===== src/rtl/dds_lut_pkg.sv =====
// Shared types and constants for the waveform LUT loader.
// State encodings, header/field widths and the word-width legality check.
package dds_lut_pkg;

  typedef enum logic [2:0] {
    S_IDLE,
    S_CNT,
    S_DHI,
    S_DLO,
    S_WR
  } state_e;

  localparam int HDR_LOAD_BIT = 7;
  localparam int BYTE_W       = 8;
  localparam int ADDR_FIELD_W = 7;
  localparam int CNT_W        = 9;
  localparam int WW_MIN       = 9;
  localparam int WW_MAX       = 16;

  function automatic bit ww_legal(int ww);
    return (ww >= WW_MIN) && (ww <= WW_MAX);
  endfunction

endpackage


===== src/rtl/stream_timeout.sv =====
// Idle watchdog for a byte stream: counts enabled cycles since the last clear.
// Expire fires on the enabled cycle that would make the count reach TIMEOUT.
module stream_timeout #(
  parameter int TIMEOUT = 1023,
  localparam int CW = $clog2(TIMEOUT + 1)
) (
  input  logic clk,
  input  logic rst_n,
  input  logic i_clr,
  input  logic i_en,
  output logic o_expire
);

  logic [CW-1:0] r_cnt;

  always_ff @(posedge clk or negedge rst_n) begin
    if (!rst_n) begin
      r_cnt <= '0;
    end else if (i_clr) begin
      r_cnt <= '0;
    end else if (i_en) begin
      r_cnt <= r_cnt + 1'b1;
    end
  end

  assign o_expire = i_en & (r_cnt == CW'(TIMEOUT - 1));

endmodule


===== src/rtl/lut_load_ctrl.sv =====
// Host byte-stream loader for the waveform LUT with DDS read gating.
// Packets: header, count, then n MSB-first word pairs written with auto-increment.
module lut_load_ctrl
  import dds_lut_pkg::*;
#(
  parameter int WW           = 12,
  parameter int DEPTH        = 128,
  parameter int TIMEOUT      = 1023,
  parameter bit HOLD_ON_LOAD = 1'b1,
  localparam int AW = $clog2(DEPTH)
) (
  input  logic              clk,
  input  logic              rst_n,
  input  logic [BYTE_W-1:0] in_data,
  input  logic              in_valid,
  output logic              in_ready,
  output logic              lut_we,
  output logic [AW-1:0]     lut_wa,
  output logic [WW-1:0]     lut_wd,
  input  logic              dds_re_req,
  input  logic [AW-1:0]     dds_ra,
  output logic              lut_re,
  output logic [AW-1:0]     lut_ra,
  output logic              busy,
  output logic              done,
  output logic              err
);

  if (!ww_legal(WW)) begin : g_bad_ww
    $error("lut_load_ctrl: WW must be 9..16");
  end

  localparam logic [BYTE_W-1:0] DEPTH_B = BYTE_W'(DEPTH);

  state_e           r_state;
  logic [AW-1:0]    r_addr;
  logic [CNT_W-1:0] r_cnt;
  logic [WW-1:0]    r_word;
  logic             r_err;

  logic w_xfer;
  logic w_live;
  logic w_addr_bad;
  logic w_expire;

  assign w_xfer     = in_valid & in_ready;
  assign w_live     = (r_state == S_CNT) | (r_state == S_DHI) |
                      (r_state == S_DLO);
  assign w_addr_bad = {1'b0, in_data[ADDR_FIELD_W-1:0]} >= DEPTH_B;

  stream_timeout #(
    .TIMEOUT (TIMEOUT)
  ) u_tmo (
    .clk      (clk),
    .rst_n    (rst_n),
    .i_clr    (w_xfer | (r_state == S_IDLE)),
    .i_en     (w_live & ~w_xfer),
    .o_expire (w_expire)
  );

  always_ff @(posedge clk or negedge rst_n) begin
    if (!rst_n) begin
      r_state <= S_IDLE;
      r_addr  <= '0;
      r_cnt   <= '0;
      r_word  <= '0;
      r_err   <= 1'b0;
    end else begin
      r_err <= 1'b0;
      unique case (r_state)
        S_IDLE: if (w_xfer) begin
          if (!in_data[HDR_LOAD_BIT] || w_addr_bad) begin
            r_err <= 1'b1;
          end else begin
            r_addr  <= in_data[AW-1:0];
            r_state <= S_CNT;
          end
        end
        S_CNT: if (w_xfer) begin
          r_cnt   <= {1'b0, in_data} + 1'b1;
          r_state <= S_DHI;
        end
        S_DHI: if (w_xfer) begin
          r_word[WW-1:8] <= in_data[WW-9:0];
          r_state        <= S_DLO;
        end
        S_DLO: if (w_xfer) begin
          r_word[7:0] <= in_data;
          r_state     <= S_WR;
        end
        S_WR: begin
          r_addr  <= (r_addr == AW'(DEPTH - 1)) ? '0 : r_addr + 1'b1;
          r_cnt   <= r_cnt - 1'b1;
          r_state <= (r_cnt == CNT_W'(1)) ? S_IDLE : S_DHI;
        end
        default: r_state <= S_IDLE;
      endcase
      // Stalled mid-packet: drop the partial word and resync on a header.
      if (w_expire) begin
        r_err   <= 1'b1;
        r_state <= S_IDLE;
      end
    end
  end

  assign in_ready = (r_state != S_WR);
  assign busy     = (r_state != S_IDLE);
  assign lut_we   = (r_state == S_WR);
  assign lut_wa   = r_addr;
  assign lut_wd   = r_word;
  assign done     = lut_we & (r_cnt == CNT_W'(1));
  assign err      = r_err;
  assign lut_ra   = dds_ra;
  assign lut_re   = dds_re_req & ~(HOLD_ON_LOAD & busy);

endmodule


===== config.mk =====
export PLATFORM = sky130hd
export DESIGN_NAME = lut_load_ctrl
export DESIGN_NICKNAME = d
export VERILOG_FILES = /design/src/rtl/dds_lut_pkg.sv /design/src/rtl/stream_timeout.sv /design/src/rtl/lut_load_ctrl.sv
export SDC_FILE = /design/constraint.sdc
export NUM_CORES = 1
export LEC_CHECK = 0
export BUFFER_PORTS_ARGS = -buffer_cell sky130_fd_sc_hd__clkbuf_2
export CAP_MARGIN = 10
export CORE_UTILIZATION = 58
export CTS_CLUSTER_SIZE = 30
export DETAILED_ROUTE_END_ITERATION = 6
export PLACE_DENSITY = 0.82
export SYNTH_ARGS = -nofsm -noshare
export SYNTH_HDL_FRONTEND = slang
export SYNTH_SLANG_ARGS = --single-unit

===== constraint.sdc =====
create_clock -name clk -period 2.6 [get_ports clk]
set_input_delay 0.52 -clock clk [delete_from_list [all_inputs] [get_ports clk]]
set_output_delay 0.52 -clock clk [all_outputs]
set_load 0.02 [all_outputs]

==> After elaboration in Yosys (flattened, before gate mapping) <==
Cells that the tools add are included.
W data, S select, Z words.
{ "word_totals": {"output_inout_bits": 32, "regBits": 42} }
{ "op_classes": {"n_mux": 20, "n_reduce_logical": 10, "eq_ne": 16, "add_sub_neg": 4, "n_bitwise": 10} }
{ "ops": {"columns": ["cell", "n"], "rows": [
  ["$mux W7", 3],
  ["$mux W10", 2],
  ["$mux W3", 6],
  ["$pmux W9 S2", 1],
  ["$ne A3 B2 Y1 const B", 5],
  ["$pmux W3 S5", 1],
  ["$pmux W7 S2", 1],
  ["$add A10 B1 Y10 const B", 1],
  ["$eq A10 B10 Y1 const B", 1],
  ["$add A8 B1 Y9 const B", 1],
  ["$eq A9 B1 Y1 const B", 1],
  ["$mux W9", 1],
  ["$sub A9 B1 Y9 const B", 1],
  ["$add A7 B1 Y7 const B", 1],
  ["$eq A7 B7 Y1 const B", 1],
  ["$eq A3 B2 Y1 const B", 2],
  ["$ne A2 B2 Y1 const B", 3],
  ["$reduce_and A2 Y1", 3],
  ["$reduce_bool A2 Y1", 3],
  ["$and A1 B1 Y1", 5],
  ["$reduce_and A5 Y1", 1],
  ["$mux W1", 4],
  ["$eq A3 B1 Y1 const B", 1],
  ["$eq A3 B3 Y1 const B", 1],
  ["other kinds (7)", 10]
]} }

==> Logic depth before layout (Yosys ltp) <==
Gate-level depths: netlist (run 1).
{ "logic_depth": {"word_depth": 7, "mapped_depth": 8, "mapped_depth_nobuf": 5} }

==> By module <==
Synthesis (run 1) repeated with hierarchy kept, for this count alone.
{ "unflattened": {"cells_unflattened": 248, "area_unflattened_um2": 2389.8} }
{ "by_module_without_submodules": {"columns": ["mod", "cells_per_inst", "n_inst", "area_each_um2"], "rows": [
  ["lut_load_ctrl", 196, 1, 1865.5],
  ["stream_timeout", 52, 1, 524.3]
]} }

==> Worst setup path after synthesis (run 1) <==
No wires, ideal clock.
{ "synth_path": {"kind": "reg2out", "startpoint": "register r_state[1]", "endpoint": "output port done", "path_stages_with_launch": 6, "setup_slack_ns": 0.567, "path_buffers": 3, "arrival_ns": 1.513, "path_cell_list": "dfrtp_1 -> buf_6 -> or3b_1 -> buf_6 -> buf_2 -> nor2_1"} }
{ "synth_between": {"elab_chain_len": 2} }
{ "synth_rtl": {"columns": ["item", "line", "source"], "rows": [
  ["start: declaration", "lut_load_ctrl.sv:35", "state_e r_state;"],
  ["start signal: assignment", "lut_load_ctrl.sv:94", "r_state <= (r_cnt == CNT_W'(1)) ? S_IDLE : S_DHI;"],
  ["$eq A3 B3 Y1", "lut_load_ctrl.sv:108", "assign lut_we = (r_state == S_WR);"],
  ["$and A1 B1 Y1", "lut_load_ctrl.sv:111", "assign done = lut_we & (r_cnt == CNT_W'(1));"],
  ["end: declaration", "lut_load_ctrl.sv:25", "output logic done,"]
]} }
Every way passes these cells.

==> Worst setup path in the final report (run 1) <==
{ "layout_path": {"startpoint": "register r_state[1]", "endpoint": "output port lut_we"} }
{ "layout_between": {"elab_chain_len": 1} }
{ "layout_rtl": {"columns": ["item", "line", "source"], "rows": [
  ["$eq A3 B3 Y1", "lut_load_ctrl.sv:108", null],
  ["end: declaration", "lut_load_ctrl.sv:17", "output logic lut_we,"]
]} }
Every way passes these cells.

==> run metrics, run 1 <==
DR WL/cell=15.3 um; Die X=65.7 um; Area growth, synth to finish=11.1%; share of cells above drive strength 1=25.9%; Worst Path Arrival=1.86 ns; outcome=finished clean; total CTS buffers=5; Tcrit/Tclk final=91.7%; CTS tree=built; max_slew headroom=56.2%; delay-heaviest family, CP=simple AND/OR/NAND/NOR gates; max-cap violations=0; Worst Path Buf+Inv=2; most frequent cells in the layout=dfrtp_1, clkbuf_2, nor2_1, nand3_1, nand2_1; GR Util All Layers=24.6%; Synth Flop Type=dfrtp_1; Post-synth EDFFs=0; Pwr Total=0.00280 W; # clock sinks=42; Row Count=22; syn nets=262; Vias/cell=5.88; power per cell area=1070 nW/um2; Synth Warn #=0; vias in the first global route=1705; CP max FO=19; RSZ-0062 raised after global routing=false; crit-path max cell delay=0.70 ns; Worst Path Required=2.08 ns; number of synthesized register bits=42; first-pass GRT wire length=8060 um; Clock transition at path regs=0.09 ns; antenna cell count=0; Core ar.=3770 um2; Detailed Place HPWL=3430 um; async set or reset register ratio after synthesis=100%; Gate Count Post-Synth=237; dominant cell type by area after synthesis=dfrtp_1; Layout Nets=290; Die ar.=4310 um2; Internal Pwr Total=0.00165 W; kind of critical path=reg2out; nature of the critical path endpoint=primary output; DRT iter0 DRCs=180; fmax=0.419 GHz; root buf cell=clkbuf_8; clock power share=18.5%; share of the synthesized area in the top cell type=44.7%; clk buf depth=2; Setup Skew=0.00852 ns; synth unique cells=48; worst min-delay path category=in2async; syn avg cell area=9.93 um2; DRT Pass-1 Iters=4; cts repair resizes=0; Net Sw Frac=41.0%; Max VDD drop=697 uV; Slowest-stage cell, CP=or3b_1; hold_buf cts=0; die height=65.7 um; Synth area leaders=dfrtp_1, mux2_2, ha_1, nand3_1, o21ai_0; Seq/Total Area, Yosys=44.7%; leakage=1.15 nW; Final Max Slew Viols=0; register share of total power=40.8%; grt ovf=0; H-tree lvl count=2; Critical Path, Cell by Cell=or3b_1 > clkinv_8 > clkbuf_2; I/O Buffers=36; vias post-DR=1845; min cycle time layout=2.38 ns; reg2reg setup slack=0.54 ns; setup repair bufs after CTS=0; global placer's final weighted congestion=0.886; Initial Util=62.4%; Remaining DRCs=0; design area=2610 um2; final setup violation count=0; Routed Antenna Nets=0; Net Switching=0.00115 W; Final Hold Fails=0; clk_lat worst skew=0.30 ns; antenna violations before repair=0; commonest non-fill, non-tap cell in the layout=dfrtp_1; synthesized area=2350 um2; DRT Wirelength=4800 um; placed cell area=2500 um2; actual slew at the worst max-slew pin=0.657 ns; largest net degree at the start of global routing=43; Startpoint Class=flip-flop; setup TNS=0 ns; Combinational Power Share=40.7%; IO Pins=51
registers in the layout, indices dropped and copies added (netlist names):
signal and flops:
u_tmo.r_cnt 10, r_cnt 9, r_state 3, err 1, lut_wa 7, lut_wd 12
kinds of logic after synthesis:
logic type / Yosys count / synth area share (%)
adder cells (fa/ha/maj): 6 / 3.19
multiplexers: 14 / 6.60
flip-flops: 42 / 44.7
AND/OR/NAND/NOR: 87 / 19.9
buffers and inverters: 28 / 7.07
AO/OA/AOI/OAI: 51 / 15.2
XOR/XNOR: 9 / 3.35
metal layers:
layer	GRT usage (%)	vias up	share of wire [%]
li1	-	917	-
met2	38.9	31	46
met1	34.4	889	49
met5	0	-	0
met3	4.69	8	4.4
met4	6.52	0	0.98
layout make-up:
type | instances | area, um2
clock buffers | 5 | 68.8
clock inverters | 3 | 45.0
fillers | 285 | 1160
inverters | 10 | 50.0
multi-input cells | 167 | 1130
flip-flops and latches | 42 | 1050
well taps | 48 | 60.1
repair buffers | 39 | 203
per-stage QoR:
stage | worst slack (ns) | utilization [%] | std cells | hold WS, ns
floorplan | 0.567 | - | 237 | 0.224
global placement | 0.585 | 66.3 | 306 | 0.489
detailed placement | 0.563 | 66.3 | 306 | 0.498
CTS | 0.236 | 69.3 | 314 | 0.301
global route | 0.154 | 69.3 | 314 | 0.324
finish | 0.216 | 69.3 | 314 | 0.274
synth_stat cells, types with 2 or more instances:
library cell  count
dfrtp_1          42
nor2_1           17
nand3_1          15
nand2_1          14
o21ai_0          13
mux2_2           12
a21oi_1          10
inv_1             9
nand4_1           8
buf_4             7
buf_2             6
ha_1              6
and2_1            5
o211ai_1          5
xor2_1            5
a211oi_1          4
nor3_1            4
or3_1             4
xnor2_1           4
a21o_1            3
and3_1            3
clkbuf_1          3
nor4_1            3
o22ai_1           3
or2_2             3
buf_6             2
mux2i_1           2
nand3b_1          2
nor4bb_1          2
o221a_2           2
o31ai_1           2
power by group through the flow:
stage | clock [W] | combinational, W | sequential (W)
floorplan | 0 | 0.000700 | 0.00127
global placement | 0 | 0.00112 | 0.00114
detailed placement | 0 | 0.00114 | 0.00115
CTS | 0.000529 | 0.00114 | 0.00114
global route | 0.000553 | 0.00126 | 0.00119
finish | 0.000517 | 0.00114 | 0.00114
path summary, 6_finish.rpt:
| kind | depth (start not counted) | to | from |
|---|---|---|---|
| min | 2 | lut_wa[4]$_DFFE_PN0P_ | rst_n |
| max in group asynchronous | 2 | u_tmo.r_cnt[6]$_DFFE_PN0P_ | rst_n |
| min in group clk | 1 | lut_wd[5]$_DFFE_PN0P_ | lut_wd[5]$_DFFE_PN0P_ |
| max reg2reg | 5 | lut_wa[5]$_DFFE_PN0P_ | r_state[1]$_DFFE_PN0P_ |
| max | 3 | lut_we | r_state[1]$_DFFE_PN0P_ |
| min reg2reg | 1 | lut_wd[5]$_DFFE_PN0P_ | lut_wd[5]$_DFFE_PN0P_ |
No activity file was read; power rests on OpenSTA's default activity.
==> run 2: changes to the inputs <==
--- a/config.mk
+++ b/config.mk
@@ -9,4 +9,5 @@
 export CAP_MARGIN = 10
 export CORE_UTILIZATION = 58
+export CTS_CLUSTER_DIAMETER = 200
 export CTS_CLUSTER_SIZE = 30
 export DETAILED_ROUTE_END_ITERATION = 6
==> constraint.sdc (replaced) <==
create_clock -name clk -period 2.6 [get_ports clk]
set_input_delay 0.52 -clock clk [delete_from_list [all_inputs] [get_ports clk]]
set_output_delay 0.52 -clock clk [all_outputs]
set_load 0.1 [all_outputs]
==> run 2 against run 1 <==
Net effect:
- design area is 3.2% higher
- final cell count grew 0.96%
- sequential share of layout area down 1.3 points
- largest cell class unchanged
==> run metrics, run 2 (synthesis gave the netlist of run 1 again) <==
die height=65.7 um (unchanged); total CTS buffers=5 (unchanged); worst min-delay path category=in2async (unchanged); RSZ-0062 raised after global routing=false (unchanged); DRT Wirelength=4770 um (was 4800 um); Worst Path Arrival=1.92 ns (was 1.86 ns); I/O Buffers=36 (unchanged); Vias/cell=5.99 (was 5.88); Layout Nets=293 (was 290); Critical Path, Cell by Cell=nor4_1 > nand4b_1 > nor2_4 > buf_12 (was or3b_1 > clkinv_8 > clkbuf_2); Area growth, synth to finish=14.6% (was 11.1%); max-cap violations=0 (unchanged); WHS=0.123 ns (was 0.274 ns); fillers=274 (was 285); CP max FO=6 (was 19); hold_buf cts=0 (unchanged); setup repair bufs after CTS=0 (unchanged); antenna violations before repair=0 (unchanged); vias post-DR=1898 (was 1845); Core ar.=3770 um2 (unchanged); Die X=65.7 um (unchanged); Tcrit/Tclk final=93.7% (was 91.7%); Final Max Slew Viols=0 (unchanged); clk_lat worst skew=0.29 ns (was 0.30 ns); worst setup path end=done (was lut_we); first-pass GRT wire length=8290 um (was 8060 um); commonest non-fill, non-tap cell in the layout=dfrtp_1 (unchanged); Crit. Startpoint=r_cnt[4]$_DFFE_PN0P_ (was r_state[1]$_DFFE_PN0P_); # clock sinks=42 (unchanged); placed cell area=2560 um2 (was 2500 um2); Remaining DRCs=0 (unchanged); root buf cell=clkbuf_8 (unchanged); actual slew at the worst max-slew pin=0.538 ns (was 0.657 ns); Row Count=22 (unchanged); share of cells above drive strength 1=27.1% (was 25.9%); Startpoint Class=flip-flop (unchanged); Final Hold Fails=0 (unchanged); Slowest-stage cell, CP=nor4_1 (was or3b_1); Setup Skew=0.00775 ns (was 0.00852 ns); CTS tree=built (unchanged); Clock transition at path regs=0.08 ns (was 0.09 ns); DR WL/cell=15.1 um (was 15.3 um); RR Endpoint=r_cnt[8]$_DFFE_PN0P_ (was lut_wa[5]$_DFFE_PN0P_); min cycle time layout=2.44 ns (was 2.38 ns); GR Util All Layers=25.4% (was 24.6%); reg2reg setup slack=0.57 ns (was 0.54 ns); DRT Pass-1 Iters=4 (unchanged); R2R Path Start=r_state[1]$_DFFE_PN0P_ (unchanged); IO Pins=51 (unchanged); clk buf depth=2 (unchanged); antenna cell count=0 (unchanged); Worst R2R Path Depth=6 (was 5); max reg flops=12 (unchanged); placed insts=309 (was 306); kind of critical path=reg2out (unchanged); outcome=finished clean (unchanged); most frequent cells in the layout=dfrtp_1, clkbuf_2, nor2_1, nand3_1, nand2_1 (unchanged); Die ar.=4310 um2 (unchanged); cts repair resizes=0 (unchanged); vias in the first global route=1813 (was 1705); design area=2700 um2 (was 2610 um2); crit-path max cell delay=0.52 ns (was 0.70 ns); DRT iter0 DRCs=127 (was 180); Routed Antenna Nets=0 (unchanged); final setup violation count=0 (unchanged); non-filler cells, final=317 (was 314); setup TNS=0 ns (unchanged); Initial Util=62.4% (unchanged); global placer's final weighted congestion=0.907 (was 0.886); fmax=0.410 GHz (was 0.419 GHz); max_slew headroom=63.8% (was 56.2%); Detailed Place HPWL=3600 um (was 3430 um); Worst Path Required=2.08 ns (about the same); H-tree lvl count=2 (unchanged); nature of the critical path endpoint=primary output (unchanged); largest net degree at the start of global routing=20 (was 43); grt ovf=0 (unchanged)
==> run 2: cell types whose count changed in the layout (fill, tap and decap cells not counted), sizes merged <==
| cell | change |
|---|---|
| buf | +5 |
| bufinv | +1 |
| clkbuf | -2 |
| clkinv | +1 |
| clkinvlp | -2 |
==> run 2: area by class of cell <==
class / instances / area, um2 / area share (%)
Inverter: 10 / 50.0 / 1.86
Sequential cell: 42 / 1050 / 39.0
Clock inverter: 3 / 68.8 / 2.55
Tap cell: 48 / 60.1 / 2.23
Timing Repair Buffer: 42 / 255 / 9.47
Clock buffer: 5 / 68.8 / 2.55
Multi-Input combinational cell: 167 / 1140 / 42.4
==> run 2: worst max-delay path, delay by kind of cell (launching register included) <==
kind          cells  cell delay (ns)
simple gates      3             0.99
flops             1             0.44
buf+inv           1             0.19
==> run 2: per-layer routing <==
| metal | track usage, % | part of all wire, % |
|---|---|---|
| met1 | 34.3 | 47 |
| met2 | 39.9 | 47 |
| met3 | 6.77 | 5.3 |
| met4 | 7.61 | 0.71 |
| met5 | 0 | 0 |
==> run 2: worst min path at each step <==
| stage | start | end | depth (start not counted) |
|---|---|---|---|
| finish | rst_n | lut_wa[5]$_DFFE_PN0P_ | 1 |
| global route | rst_n | lut_wa[5]$_DFFE_PN0P_ | 1 |
| CTS | rst_n | lut_wa[5]$_DFFE_PN0P_ | 1 |
| detailed placement | rst_n | r_cnt[2]$_DFFE_PN0P_ | 1 |
| global placement | rst_n | r_cnt[2]$_DFFE_PN0P_ | 1 |
| floorplan | rst_n | err$_DFF_PN0_ | 0 |
==> run 2: metrics by stage <==
| step | setup slack [ns] | util (%) |
|---|---|---|
| detailed placement | 0.479 | 67.9 |
| global route | 0.0429 | 71.5 |
| finish | 0.164 | 71.5 |
| global placement | 0.545 | 67.9 |
| CTS | 0.157 | 71.5 |
| floorplan | 0.170 | - |
Power of run 2 is not shown: default switching activity piles up to over one toggle a cycle in this logic, so the estimate is an artifact.
==> run 3: changes to the inputs <==
--- a/config.mk
+++ b/config.mk
@@ -6,11 +6,11 @@
 export NUM_CORES = 1
 export LEC_CHECK = 0
-export BUFFER_PORTS_ARGS = -buffer_cell sky130_fd_sc_hd__clkbuf_2
 export CAP_MARGIN = 10
-export CORE_UTILIZATION = 58
+export CORE_UTILIZATION = 65
 export CTS_CLUSTER_DIAMETER = 200
 export CTS_CLUSTER_SIZE = 30
 export DETAILED_ROUTE_END_ITERATION = 6
-export PLACE_DENSITY = 0.82
+export DONT_BUFFER_PORTS = 1
+export PLACE_DENSITY = 0.79
 export SYNTH_ARGS = -nofsm -noshare
 export SYNTH_HDL_FRONTEND = slang
==> constraint.sdc (replaced) <==
create_clock -name clk -period 2.6 [get_ports clk]
set_input_delay 0.13 -clock clk [delete_from_list [all_inputs] [get_ports clk]]
set_output_delay 0.13 -clock clk [all_outputs]
set_load 0.1 [all_outputs]
==> run 3 against run 2 <==
Net effect:
- hold slack worse by 0.11 ns
- design area fell by 4.1%
- clock skew grew 0.0038 ns
- flip-flop and latch count unchanged
- critical endpoint unchanged
==> run metrics, run 3 (synthesis gave the netlist of run 1 again) <==
outcome=finished clean (unchanged); most frequent cells in the layout=dfrtp_1, nor2_1, nand3_1, nand2_1, o21ai_0 (was dfrtp_1, clkbuf_2, nor2_1, nand3_1, nand2_1); Routed Antenna Nets=0 (unchanged); Vias/cell=6.32 (was 5.99); Detailed Place HPWL=3700 um (was 3600 um); max-cap violations=0 (unchanged); crit-path max cell delay=0.57 ns (was 0.52 ns); Setup Skew=0.0115 ns (was 0.00775 ns); die height=62.2 um (was 65.7 um); design area=2580 um2 (was 2700 um2); DR WL/cell=18.2 um (was 15.1 um); commonest non-fill, non-tap cell in the layout=dfrtp_1 (unchanged); Initial Util=69.4% (was 62.4%); H-tree lvl count=2 (unchanged); nature of the critical path endpoint=primary output (unchanged); Final Hold Fails=0 (unchanged); placed cell area=2410 um2 (was 2560 um2); IO Pins=51 (unchanged); Slowest-stage cell, CP=or3b_1 (was nor4_1); Row Count=21 (was 22); Multi-input gate area=1140 um2 (about the same); Worst Path Buf+Inv=2 (was 1); register area=1050 um2 (unchanged); kind of critical path=reg2out (unchanged); Startpoint Class=flip-flop (unchanged); max reg flops=12 (unchanged); RSZ-0062 raised after global routing=false (unchanged); Worst Path Required=2.47 ns (was 2.08 ns); setup TNS=0 ns (unchanged); max_slew headroom=38.0% (was 63.8%); non-filler cells, final=297 (was 317); Worst R2R Path Depth=5 (was 6); Final Max Slew Viols=0 (unchanged); Core ar.=3390 um2 (was 3770 um2); grt ovf=0 (unchanged); share of cells above drive strength 1=17.9% (was 27.1%); clk buf depth=2 (unchanged); delay-heaviest family, CP=simple AND/OR/NAND/NOR gates (unchanged); Die ar.=3860 um2 (was 4310 um2); Tcrit/Tclk final=87.0% (was 93.7%); fmax=0.442 GHz (was 0.410 GHz); Die X=62.2 um (was 65.7 um); global placer's final weighted congestion=0.940 (was 0.907); I/O Buffers=0 (was 36); vias in the first global route=1886 (was 1813); min cycle time layout=2.26 ns (was 2.44 ns); cts repair resizes=0 (unchanged); Worst Path Arrival=2.13 ns (was 1.92 ns); vias post-DR=1876 (was 1898); largest net degree at the start of global routing=43 (was 20); Clock transition at path regs=0.13 ns (was 0.08 ns); DRT Wirelength=5400 um (was 4770 um); DRT iter0 DRCs=137 (was 127); critical path depth=4 (unchanged); antenna violations before repair=0 (unchanged); Critical Path, Cell by Cell=or3b_1 > buf_4 > nor2_2 > buf_12 (was nor4_1 > nand4b_1 > nor2_4 > buf_12); placed insts=278 (was 309); total CTS buffers=5 (unchanged); CP max FO=10 (was 6); GR Util All Layers=30.6% (was 25.4%); clk_lat worst skew=0.35 ns (was 0.29 ns); actual slew at the worst max-slew pin=0.931 ns (was 0.538 ns); first-pass GRT wire length=9150 um (was 8290 um); final setup violation count=0 (unchanged); Remaining DRCs=0 (unchanged); Area growth, synth to finish=9.89% (was 14.6%); hold depth=2; CTS tree=built (unchanged); root buf cell=clkbuf_4 (was clkbuf_8); Layout Nets=275 (was 293); # clock sinks=42 (unchanged); DRT Pass-1 Iters=4 (unchanged); antenna cell count=0 (unchanged); worst min-delay path category=in2reg (was in2async); fillers=227 (was 274); reg2reg setup slack=0.54 ns (was 0.57 ns)
-- run 3: changes by cell type in the layout (fill, tap and decap cells not counted) --
cell           change
bufinv_16          -2
clkbuf_4           +5
buf_4              +6
clkbuf_8           -5
nor2_4             -1
clkinvlp_4         +1
clkbuf_2          -34
dlygate4sd3_1     +10
clkinv_2           +1
nor2_2             +1
-- run 3: what timing repair did --
action,4_1_cts,5_1_grt
hold endpoints to repair,62,0
setup buffers,0,0
hold buffers,11,0
-- run 3: final timing paths --
path                                            start                          to
setup / recovery               r_state[1]$_DFFE_PN0P_                        done
hold / removal                             in_data[5]       lut_wa[5]$_DFFE_PN0P_
setup reg to reg               r_state[1]$_DFFE_PN0P_       lut_wa[3]$_DFFE_PN0P_
hold reg to reg            u_tmo.r_cnt[6]$_DFFE_PN0P_  u_tmo.r_cnt[6]$_DFFE_PN0P_
max in group asynchronous                       rst_n       lut_wa[4]$_DFFE_PN0P_
min in group asynchronous                       rst_n        r_cnt[7]$_DFFE_PN0P_
-- run 3: stage by stage --
stage	hold slack (ns)	util, %	worst slack [ns]
finish	0.0156	76.3	0.338
global route	0.0129	76.3	0.241
CTS	0.00988	76.3	0.331
detailed placement	-0.165	71.0	0.594
global placement	-0.165	71.0	0.678
floorplan	-0.166	-	0.255
-- run 3: cell type report --
class	instances	area share, %
Clock buffer	5	1.45
Clock inverter	3	0.823
Inverter	10	1.94
Multi-Input combinational cell	167	44.0
Sequential cell	42	40.7
Tap cell	46	2.23
Timing Repair Buffer	24	8.91
-- run 3: routing by layer --
metal	GRT usage, %	part of all wire (%)
met1	38.1	41
met2	50.3	48
met3	9.01	8.8
met4	11.9	1.8
met5	0	0
Power of run 3 is left out for the same reason.
